## src/rtl/uarttx.sv

```systemverilog
// UART transmitter: 1 start, 8 data LSB first, 1 parity, 1 stop; OVERSAMPLE clocks per bit.
// One-byte holding register ahead of the shift engine; tx/busy/txdone are registered.
module uarttx #(
  parameter logic PARITYMODE = 1'b0,
  parameter int   OVERSAMPLE = 16
) (
  input  logic       clk,
  input  logic       rst,
  input  logic [7:0] datain,
  input  logic       wrsig,
  output logic       ready,
  output logic       tx,
  output logic       busy,
  output logic       txdone
);

  localparam int CW = (OVERSAMPLE > 1) ? $clog2(OVERSAMPLE) : 1;
  localparam logic [CW-1:0] CNT_LAST = CW'(OVERSAMPLE - 1);

  typedef enum logic [2:0] {IDLE, START, DATA, PARITY, STOP} state_t;

  state_t        state, state_n;
  logic [CW-1:0] cnt, cnt_n;
  logic [2:0]    idx, idx_n;
  logic [7:0]    shift, shift_n;
  logic          par, par_n;
  logic          hold_full, hold_full_n;
  logic [7:0]    hold_dat, hold_dat_n;
  logic          tx_n, busy_n, done_n;
  logic          load, bit_end;

  assign ready = ~hold_full;

  always_ff @(posedge clk) begin
    if (rst) begin
      state     <= IDLE;
      cnt       <= '0;
      idx       <= '0;
      shift     <= '0;
      par       <= 1'b0;
      hold_full <= 1'b0;
      hold_dat  <= '0;
      tx        <= 1'b1;
      busy      <= 1'b0;
      txdone    <= 1'b0;
    end else begin
      state     <= state_n;
      cnt       <= cnt_n;
      idx       <= idx_n;
      shift     <= shift_n;
      par       <= par_n;
      hold_full <= hold_full_n;
      hold_dat  <= hold_dat_n;
      tx        <= tx_n;
      busy      <= busy_n;
      txdone    <= done_n;
    end
  end

  always_comb begin
    state_n     = state;
    cnt_n       = cnt;
    idx_n       = idx;
    shift_n     = shift;
    par_n       = par;
    load        = 1'b0;
    done_n      = 1'b0;
    hold_full_n = hold_full;
    hold_dat_n  = hold_dat;
    tx_n        = 1'b1;
    bit_end     = (cnt == CNT_LAST);

    case (state)
      IDLE: begin
        cnt_n = '0;
        idx_n = '0;
        load  = hold_full;
      end
      START: begin
        if (bit_end) begin
          cnt_n   = '0;
          idx_n   = '0;
          state_n = DATA;
        end else begin
          cnt_n = cnt + 1'b1;
        end
      end
      DATA: begin
        if (bit_end) begin
          cnt_n   = '0;
          shift_n = shift >> 1;
          if (idx == 3'd7) state_n = PARITY;
          else             idx_n   = idx + 1'b1;
        end else begin
          cnt_n = cnt + 1'b1;
        end
      end
      PARITY: begin
        if (bit_end) begin
          cnt_n   = '0;
          state_n = STOP;
        end else begin
          cnt_n = cnt + 1'b1;
        end
      end
      STOP: begin
        if (bit_end) begin
          cnt_n   = '0;
          done_n  = 1'b1;
          // A pending byte chains straight into the next start bit.
          if (hold_full) load = 1'b1;
          else           state_n = IDLE;
        end else begin
          cnt_n = cnt + 1'b1;
        end
      end
      default: state_n = IDLE;
    endcase

    // Parity is frozen at load so later writes cannot disturb the frame in flight.
    if (load) begin
      state_n = START;
      cnt_n   = '0;
      idx_n   = '0;
      shift_n = hold_dat;
      par_n   = (^hold_dat) ^ PARITYMODE;
    end

    if (load) begin
      hold_full_n = 1'b0;
    end else if (wrsig && !hold_full) begin
      hold_full_n = 1'b1;
      hold_dat_n  = datain;
    end

    case (state_n)
      START:   tx_n = 1'b0;
      DATA:    tx_n = shift_n[0];
      PARITY:  tx_n = par_n;
      default: tx_n = 1'b1;
    endcase
    busy_n = (state_n != IDLE);
  end

endmodule
```

## config.mk

```make
export PLATFORM = sky130hd
export DESIGN_NAME = uarttx
export DESIGN_NICKNAME = d
export VERILOG_FILES = /design/src/rtl/uarttx.sv
export SDC_FILE = /design/constraint.sdc
export NUM_CORES = 1
export LEC_CHECK = 0
export ABC_AREA = 0
export CAP_MARGIN = 20
export CORE_ASPECT_RATIO = 0.6
export CORE_MARGIN = 2
export CORE_UTILIZATION = 40
export DETAILED_ROUTE_END_ITERATION = 8
export PLACE_DENSITY = 0.6
export SLEW_MARGIN = 10
export SYNTH_ARGS = -nofsm -noshare
export SYNTH_HDL_FRONTEND = slang
export SYNTH_SLANG_ARGS = --single-unit
```

## constraint.sdc

```tcl
create_clock -name clk -period 1.81 [get_ports clk]
set_input_delay 0.362 -clock clk [delete_from_list [all_inputs] [get_ports clk]]
set_output_delay 0.362 -clock clk [all_outputs]
set_load 0.02 [all_outputs]
```

-- Word level (Yosys, flattened, before mapping)
Cells that the tools add are included.
- register bits: 31
- latch bits: 0
- bits in writable memories: 0
- bits in read-only memories: 0
- bits of input ports: 11
- output and inout port bits: 4
- logic and storage cells: 66
- memories: 0
- $add $sub $neg: 2
- $mul: 0
- divide/modulo/power cells: 0
- order comparisons: 0
- equal/unequal tests: 12
- shift-type cells: 0
- mux-type cells: 23
- bitwise logic cells: 3
- reduce and logical (&&, ||, !) cells: 15
- operator list (operator ; number):
    3-bit 2-to-1 mux ; 10
    8-bit 2-to-1 mux ; 3
    3-bit one-hot mux with 5 select lines ; 1
    3-bit by 2-bit equality test with 1-bit output (second input constant) ; 4
    3-bit one-hot mux with 3 select lines ; 1
    4-bit one-hot mux with 2 select lines ; 1
    8-bit XOR reduction ; 1
    3-bit by 1-bit equality test with 1-bit output (second input constant) ; 2
    3-bit equality test (second input constant) ; 2
    2-bit inequality test (second input constant) ; 3
    2-bit nonzero test ; 3
    3-bit nonzero test ; 2
    4-bit by 1-bit adder with 4-bit output (second input constant) ; 1
    4-bit equality test (second input constant) ; 1
    1-bit 2-to-1 mux ; 4
    4-bit 2-to-1 mux ; 1
    2-bit AND reduction ; 2
    4-bit AND reduction ; 1
    2-bit OR reduction ; 2
    4-bit OR reduction ; 1
    3-bit by 1-bit adder with 3-bit output (second input constant) ; 1
    3-bit zero test ; 1
    1-bit inverter ; 3
    1-bit one-hot mux with 3 select lines ; 1
    3 further kinds ; 3

-- Depth between registers and ports, before layout
Gate-level depths: netlist of the first run.
- depth in word-level cells: 7
- depth in mapped cells: 7
- depth with buffers taken out: 6

-- Least setup slack after synthesis of the first run
No wires, ideal clock.
- kind: register to register
- start: register cnt[0]
- end: register shift[1]
- library setup time: 0.086 ns
- arrival time: 1.614 ns
- required time: 1.724 ns
- setup slack: 0.110 ns
- stages on the path, launching flop included: 7
- path buffers: 1
- clock period less this slack: 1.700 ns
- cell sequence: dfxtp_1 > ha_1 > nand3_4 > or3_1 > buf_6 > mux2i_1 > a211oi_1
- word-level cells in the longest chain between the ends: 5
- elaborated cells on any way between the ends: 7
- classes of those cells: eq/ne: 1; mux: 3; reduce/logical: 3
- RTL lines (item ; line ; text):
    start, declared ; 23 ; logic [CW-1:0] cnt, cnt_n;
    start signal, assigned ; 48 ; cnt <= cnt_n;
    4-bit equality test (*) ; 71 ; bit_end = (cnt == CNT_LAST);
    1-bit 2-to-1 mux ; 107 ; if (bit_end) begin
    1-bit one-hot mux with 2 select lines ; 73 ; case (state)
    2-bit nonzero test (no source line) ; - ;
    2-bit AND reduction (no source line) ; - ;
    end signal, assigned ; 50 ; shift <= shift_n;
    end, declared ; 25 ; logic [7:0] shift, shift_n;
Mark *: on every way between the ends. The rest lies on a longest branch, timed or not.
A chain may end at the register's enable or synchronous reset.

-- Worst setup path in the final report of the first run
- start: register hold_full
- end: output port ready
- word-level cells in the longest chain between the ends: 1
- RTL lines (item ; line ; text):
    start, declared ; 27 ; logic hold_full, hold_full_n;
    start signal, assigned ; 52 ; hold_full <= hold_full_n;
    1-bit inverter ; 32 ; assign ready = ~hold_full;
    end, declared ; 11 ; output logic ready,
Every way passes these cells.

==> impl_table.tex, run 1 <==
\begin{tabular}{lr}
\hline
Metric & Value \\
\hline
\multicolumn{2}{l}{\textbf{Timing}} \\
Tightest slew margin relative to the limit & 69.64\% \\
Transition time at the pin with the least slew margin & 0.4548 ns \\
Final period util & 97.15\% \\
Largest clock skew in the final design & 0.007672 ns \\
Final count of negative-setup-slack endpoints & 0 \\
Setup TNS Final & 0 ns \\
Fmax achieved & 568.7 MHz \\
Setup repair after global routing missed its margin & false \\
Number of max-slew violations in the final report & 0 \\
Minimum clock period & 1.758 ns \\
Final Hold Fails & 0 \\
\multicolumn{2}{l}{\textbf{CTS}} \\
Max Root-Sink Buffers & 2 \\
Clock latency on the worst-skew pair & 0.28 ns \\
Root buffer cell & clkbuf\_8 \\
CTS tree & built \\
Number of buffers inserted by hold repair at cts & 0 \\
Clock-pin slew on the worst setup and hold paths & 0.06 ns \\
Number of levels in the clock H-tree & 2 \\
Cts bufs inserted & 5 \\
Count of clock tree sinks & 31 \\
\multicolumn{2}{l}{\textbf{Synth}} \\
Post-synthesis area per instance & 9.438 um2 \\
Part of the Yosys area used for sequential elements & 40.59\% \\
EDFF count, synth & 0 \\
Top post-synthesis cells by area & dfxtp\_1, mux2i\_1, nor2\_1, a211oi\_1, xnor2\_1 \\
Number of warnings issued by yosys & 0 \\
Post-synth ARST share & 0\% \\
Unique cell type count in the Yosys netlist & 40 \\
Most instantiated flip-flop cell in the synthesis netlist & dfxtp\_1 \\
Flip-flop and latch count after synthesis & 31 \\
Share of the synthesized area in the top cell type & 40.59\% \\
Post-synthesis cell count & 162 \\
Number of nets in the synthesized netlist & 176 \\
Cell area after technology mapping & 1529 um2 \\
Post-synth top area cell & dfxtp\_1 \\
\multicolumn{2}{l}{\textbf{Floorplanning}} \\
I/O pin cnt & 15 \\
Full die area & 4349 um2 \\
Starting Density & 41.79\% \\
Width of the die & 83.82 um \\
Chip height & 51.89 um \\
Number of rows in the core area & 17 \\
Floorplan Core Area & 3659 um2 \\
\multicolumn{2}{l}{\textbf{Routing}} \\
Routed vias & 1253 \\
Violation count after the first detailed-route iteration & 77 \\
Final wirelength & 3.175 mm \\
Post-detailed-route DRC marker count & 0 \\
Number of detailed-route iterations in the first pass & 4 \\
Vias per inst & 5.496 \\
Average routed wire per standard cell & 13.93 um \\
Remaining antenna violation count after routing & 0 \\
\multicolumn{2}{l}{\textbf{Power and ir drop}} \\
Portion of total power attributed to sequential cells & 50.7\% \\
Largest vdd supply drop & 453.9 uV \\
Cell internal pwr & 1115 uW \\
Lkg Pwr & 0.0007049 uW \\
Combinational share of power & 17.0\% \\
Clock network power share & 32.2\% \\
Proportion of total power due to net switching & 25.74\% \\
Switching power & 386.4 uW \\
Power density of the placed cells & 817.2 nW/um2 \\
\multicolumn{2}{l}{\textbf{Setup path}} \\
Data arrival time of the critical path & 1.40 ns \\
Critical path endpoint category & output port \\
Reg-to-reg startpoint & cnt[0]\$\_SDFFE\_PP0P\_ \\
Worst-path fanout max & 5 \\
Classification of the worst setup path & flip-flop to output port \\
Max incr delay on CP & 0.62 ns \\
Worst-path cell chain & inv\_1 > clkdlybuf4s50\_1 \\
Cell with the largest stage delay on the worst path & clkdlybuf4s50\_1 \\
Gate family responsible for the most delay along the worst path & buffers and inverters \\
Worst EP required & 1.45 ns \\
Buffer and inverter count on the worst path & 2 \\
Setup slack of the most critical reg-to-reg path & 0.13 ns \\
CP Launch Type & flip-flop \\
End of the worst register-to-register path & shift[2]\$\_SDFFE\_PP0P\_ \\
Worst Reg-to-Reg Cells & 6 \\
\multicolumn{2}{l}{\textbf{Global route}} \\
All-Layer GR Usage & 16.00\% \\
Congestion Overflow GR & 0 \\
Vias in the first global route & 1126 \\
Antenna violations before repair & 0 \\
Wire length of the first global-routing pass & 5.326 mm \\
Maximum number of pins on one net before global-route repair & 26 \\
\multicolumn{2}{l}{\textbf{Min path}} \\
Hold wc startpoint & shift[7]\$\_SDFFE\_PP0P\_ \\
Worst Hold Class & flip-flop to flip-flop \\
Worst hold path cell count & 2 \\
Terminating pin of the worst hold path & shift[7]\$\_SDFFE\_PP0P\_ \\
\multicolumn{2}{l}{\textbf{Place}} \\
Final estimated routing congestion in global placement & 0.8007 \\
Placed Instances & 222 \\
Count of buffers inserted at the top-level ports & 14 \\
Detailed Place HPWL & 2.372 mm \\
\multicolumn{2}{l}{\textbf{Job}} \\
Max-Cap Viols & 0 \\
\multicolumn{2}{l}{\textbf{Cells and area}} \\
Net count of the finished layout & 196 \\
Area growth, synth to finish & 20.13\% \\
Final Core Density & 50.21\% \\
Final Non-Filler Cells & 228 \\
Antenna diodes & 0 \\
Share of post-route cells with drive strength above 1 & 13.81\% \\
Number of filler cells placed in the layout & 341 \\
\multicolumn{2}{l}{\textbf{Outcome}} \\
Outcome & finished clean \\
\hline
\end{tabular}
-- flip-flops by register name, indices dropped and copies added (netlist names) --
name       count
par            1
busy           1
tx             1
hold_dat       8
cnt            4
hold_full      1
shift          8
idx            3
state          3
txdone         1
-- power by group through the flow --
stage          clock network (uW)  logic, uW  registers [uW]
6_report                      484        255             762
5_1_grt                       525        278             767
4_1_cts                       500        256             760
3_5_place_dp                    0        255             774
3_3_place_gp                    0        250             773
2_1_floorplan                   0        172             772
-- cells by family (layout without fill, tap and decap cells) --
kind of cell	Yosys count	after routing	synth area share (%)
muxes	17	17	11.21
and+or+nand+nor	56	56	18.58
xor gates and xnor gates	8	8	4.583
buffers and inverters	14	33	5.073
adders and majority gates	3	3	2.455
AOI/OAI and AO/OA	33	33	17.51
DFF	31	31	40.59
-- metrics by stage --
| stage | hold slack (ns) | instance area (um2) | total power (uW) | setup slack, ns |
|---|---|---|---|---|
| finish | 0.4685 | 1837 | 1501 | 0.05153 |
| global route | 0.4882 | 1837 | 1570 | 0.008097 |
| CTS | 0.4704 | 1824 | 1516 | 0.0006256 |
| detailed placement | 0.4615 | 1749 | 1029 | -0.01368 |
| global placement | 0.4592 | 1749 | 1023 | 0.04099 |
| floorplan | 0.4435 | 1529 | 944.4 | 0.1102 |
-- worst max-delay path by stage --
stage                            end  cells past startpoint                   start  slack (ns)
2_1_floorplan  shift[1]$_SDFFE_PP0P_                      6     cnt[0]$_SDFFE_PP0P_        0.11
3_3_place_gp           tx$_SDFF_PP1_                      5                     rst        0.04
3_5_place_dp           tx$_SDFF_PP1_                      5                     rst       -0.01
4_1_cts                        ready                      2  hold_full$_SDFFE_PP0P_      0.0006
5_1_grt                        ready                      2  hold_full$_SDFFE_PP0P_       0.008
6_report                       ready                      2  hold_full$_SDFFE_PP0P_        0.05
-- placed cells by master, fill, tap and decap left out, types with 2 or more instances in the layout --
cell,netlist,routed
dfxtp_1,31,29
nor2_1,24,24
mux2i_1,16,16
clkdlybuf4s50_1,0,14
a211oi_1,10,10
a21oi_1,10,10
buf_4,1,9
nand2_1,8,8
xnor2_1,7,7
clkbuf_8,0,5
o21ai_0,4,4
inv_1,3,3
or3_1,3,3
nor4_1,3,3
nor3_1,3,3
nand3_1,3,3
nor2b_1,2,2
ha_1,3,2
dfxtp_2,0,2
-- synthesized netlist by cell type, types with 4 or more instances --
master / count
a211oi_1: 10
a21oi_1: 10
buf_2: 5
dfxtp_1: 31
mux2i_1: 16
nand2_1: 8
nor2_1: 24
o21ai_0: 4
xnor2_1: 7
-- metal layers --
| metal | GRT usage (%) | part of all wire [%] | vias to the layer above |
|---|---|---|---|
| li1 | - | - | 612 |
| met1 | 22.23 | 50 | 590 |
| met2 | 22.93 | 42 | 48 |
| met3 | 4.286 | 6.6 | 3 |
| met4 | 8.065 | 1.0 | 0 |
| met5 | 0 | 0 | - |
-- final cells by class --
cell class	instances	area, um2	area share (%)
well taps	47	58.81	3.202
repair buffers	24	227.7	12.40
clock buffers	6	72.57	3.951
multi-input cells	117	843.3	45.91
inverters	3	11.26	0.6131
flip-flops and latches	31	623.1	33.92
-- timing repair --
| item | CTS | global route |
|---|---|---|
| setup endpoints to repair | 2 | 10 |
| setup buffers | 0 | 0 |
| resized for setup | 1 | 3 |
-- worst register-to-register path, cell delays in order, from the launching register on --
cell,delay (ns)
dfxtp_1,0.37
ha_4,0.20
nand3_4,0.08
or3_1,0.37
buf_4,0.20
mux2i_1,0.13
a211oi_1,0.24
Power figures use the tool's default switching activity.
==> run 2: changes to the inputs <==
--- a/config.mk
+++ b/config.mk
@@ -11,6 +11,7 @@
 export CORE_MARGIN = 2
 export CORE_UTILIZATION = 40
 export DETAILED_ROUTE_END_ITERATION = 8
+export HOLD_SLACK_MARGIN = 0.15
 export PLACE_DENSITY = 0.6
 export SLEW_MARGIN = 10
 export SYNTH_ARGS = -nofsm -noshare
==> results of run 2 <==
No change in the layout: final DEF, timing and power equal those of run 1.
==> run 3: changes to the inputs <==
--- a/config.mk
+++ b/config.mk
@@ -10,6 +10,7 @@
 export CORE_ASPECT_RATIO = 0.6
 export CORE_MARGIN = 2
 export CORE_UTILIZATION = 40
+export CTS_BUF_LIST = sky130_fd_sc_hd__clkbuf_4 sky130_fd_sc_hd__clkbuf_8
 export DETAILED_ROUTE_END_ITERATION = 8
 export HOLD_SLACK_MARGIN = 0.15
 export PLACE_DENSITY = 0.6
==> run 3 against run 2 <==
Sequential cell count unchanged. Critical path depth stayed put. Worst hold slack better by 0.00053 ns. Design area rose by 0.20%. Combinational power barely moved. Clock skew fell by 0.0019 ns. Wire length is 0.69% lower. Count of clock-buffer cells in the layout did not move. First-iteration DRC count grew 22%. Largest power group unchanged.
==> impl_table.tex, run 3 (same netlist as run 1, synthesis figures left out) <==
\begin{tabular}{lr}
\hline
Metric & Value \\
\hline
\multicolumn{2}{l}{\textbf{Outcome}} \\
Outcome & finished clean \\
\multicolumn{2}{l}{\textbf{Routing}} \\
Vias per inst & 5.412 (-1.5\%) \\
Post-detailed-route DRC marker count & 0 (unchanged) \\
Detailed-routed wire length on met3 & 185 um (-11\%) \\
Remaining antenna violation count after routing & 0 (unchanged) \\
Highest layer used for signal routing & met4 \\
Average routed wire per standard cell & 13.83 um (-0.69\%) \\
Routed vias & 1234 (-1.5\%) \\
Met1 wire length & 1.593 mm (about the same) \\
Final wirelength & 3.153 mm (-0.69\%) \\
Violation count after the first detailed-route iteration & 94 (+22\%) \\
Number of detailed-route iterations in the first pass & 4 (unchanged) \\
Amount of wire on met2 after detailed routing & 1.339 mm (-0.15\%) \\
\multicolumn{2}{l}{\textbf{Setup path}} \\
Cell with the largest stage delay on the worst path & clkdlybuf4s50\_1 \\
Worst Setup SP & hold\_full\$\_SDFFE\_PP0P\_ \\
Worst EP required & 1.45 ns (about the same) \\
Reg-to-reg startpoint & cnt[0]\$\_SDFFE\_PP0P\_ \\
Max incr delay on CP & 0.63 ns (about the same) \\
Data arrival time of the critical path & 1.40 ns (about the same) \\
Critical path endpoint category & output port \\
Worst-path fanout max & 5 (unchanged) \\
CP Launch Type & flip-flop \\
Worst-path cell chain & inv\_1 > clkdlybuf4s50\_1 \\
Classification of the worst setup path & flip-flop to output port \\
\multicolumn{2}{l}{\textbf{CTS}} \\
Count of clock tree sinks & 31 (unchanged) \\
Number of levels in the clock H-tree & 2 (unchanged) \\
Cts bufs inserted & 5 (unchanged) \\
Root buffer cell & clkbuf\_8 \\
Buffer count from post-CTS setup fixing & 0 (unchanged) \\
CTS tree & built \\
Max Root-Sink Buffers & 2 (unchanged) \\
Number of buffers inserted by hold repair at cts & 0 (unchanged) \\
Clock-pin slew on the worst setup and hold paths & 0.06 ns (about the same) \\
Clock latency on the worst-skew pair & 0.28 ns (about the same) \\
\multicolumn{2}{l}{\textbf{Cells and area}} \\
Net count of the finished layout & 196 (unchanged) \\
Leading cell type in the layout, fill and taps excluded & dfxtp\_1 \\
Share of post-route cells with drive strength above 1 & 14.36\% (+0.55 points) \\
Final Non-Filler Cells & 228 (unchanged) \\
Commonest non-fill, non-tap cells in the layout & dfxtp\_1, nor2\_1, mux2i\_1 \\
Final Core Density & 50.31\% (+0.10 points) \\
Area growth, synth to finish & 20.38\% \\
Antenna diodes & 0 (unchanged) \\
Registers with the highest flip-flop counts & hold\_dat (8), shift (8), cnt (4) \\
\multicolumn{2}{l}{\textbf{Timing}} \\
Final period util & 97.36\% (+0.21 points) \\
Final Hold Fails & 0 (unchanged) \\
Setup WS post-layout & 0.04774 ns (-0.003790 ns) \\
Setup TNS Final & 0 ns (unchanged) \\
Tightest slew margin relative to the limit & 71.41\% (+1.8 points) \\
Final count of negative-setup-slack endpoints & 0 (unchanged) \\
Transition time at the pin with the least slew margin & 0.4282 ns (-0.02660 ns) \\
Number of max-slew violations in the final report & 0 (unchanged) \\
Largest clock skew in the final design & 0.005750 ns (-0.001921 ns) \\
Minimum clock period & 1.762 ns (+0.003790 ns) \\
Fmax achieved & 567.5 MHz (-0.22\%) \\
Setup repair after global routing missed its margin & false \\
\multicolumn{2}{l}{\textbf{Global route}} \\
Congestion Overflow GR & 0 (unchanged) \\
Wire length of the first global-routing pass & 5.326 mm (unchanged) \\
All-Layer GR Usage & 16.00\% (unchanged) \\
Antenna violations before repair & 0 (unchanged) \\
Vias in the first global route & 1138 (+1.1\%) \\
Maximum number of pins on one net before global-route repair & 26 (unchanged) \\
\multicolumn{2}{l}{\textbf{Power and ir drop}} \\
Lkg Pwr & 0.0007083 uW (+0.49\%) \\
Power Total & 1514 uW (+0.85\%) \\
Largest vdd supply drop & 454.3 uV (about the same) \\
Power density of the placed cells & 822.4 nW/um2 (+0.64\%) \\
\multicolumn{2}{l}{\textbf{Min path}} \\
Worst Hold Class & flip-flop to flip-flop \\
Hold wc startpoint & shift[7]\$\_SDFFE\_PP0P\_ \\
\multicolumn{2}{l}{\textbf{Place}} \\
Pre-CTS setup slack & -0.01368 ns (unchanged) \\
Final estimated routing congestion in global placement & 0.8007 (unchanged) \\
Count of buffers inserted at the top-level ports & 14 (unchanged) \\
Detailed Place HPWL & 2.372 mm (unchanged) \\
Placed Instances & 222 (unchanged) \\
\multicolumn{2}{l}{\textbf{Floorplanning}} \\
Floorplan Core Area & 3659 um2 (unchanged) \\
Full die area & 4349 um2 (unchanged) \\
Number of rows in the core area & 17 (unchanged) \\
Chip height & 51.89 um (unchanged) \\
I/O pin cnt & 15 (unchanged) \\
Starting Density & 41.79\% (unchanged) \\
Width of the die & 83.82 um (unchanged) \\
\multicolumn{2}{l}{\textbf{Job}} \\
Max-Cap Viols & 0 (unchanged) \\
\hline
\end{tabular}
## run 3: final cells by class
class / instances / area, um2
Fill cell: 340 / 1818
Multi-Input combinational cell: 117 / 843.3
Timing Repair Buffer: 24 / 227.7
Inverter: 3 / 11.26
Sequential cell: 31 / 623.1
Clock buffer: 6 / 76.32
Tap cell: 47 / 58.81
## run 3: worst max-delay path: cells and delay by family (launching register included)
| kind | cells | cell delay [ns] |
|---|---|---|
| buffers and inverters | 2 | 0.78 |
| DFF | 1 | 0.35 |
## run 3: what timing repair did
item                       CTS  global route
resized for setup            1             3
pin swaps                    0             0
setup endpoints to repair    1            10
gates cloned                 0             0
## run 3: worst paths after layout
path	slack (ns)	depth (start not counted)	to
worst max-delay path	0.05	2	ready
worst min-delay path	0.47	2	shift[7]$_SDFFE_PP0P_
worst max register to register	0.14	6	shift[6]$_SDFFE_PP0P_
worst min register to register	0.47	2	shift[7]$_SDFFE_PP0P_
## run 3: per-layer routing
metal	track usage [%]	up-vias
met5	0	-
met4	8.602	0
met3	4.286	3
met2	22.67	41
met1	22.23	578
li1	-	612
## run 3: power by group
group | switching, uW | leakage [uW] | internal, uW
registers | 35.0 | 0.000254 | 726
logic | 122 | 0.000414 | 133
clock network | 227 | 0.0000406 | 270
## run 3: per-stage QoR
| stage | hold WS [ns] | area [um2] |
|---|---|---|
| after global placement | 0.4592 | 1749 |
| final | 0.4690 | 1841 |
| after floorplan | 0.4435 | 1529 |
| after detailed placement | 0.4615 | 1749 |
| after CTS | 0.4704 | 1828 |
| after global routing | 0.4882 | 1841 |
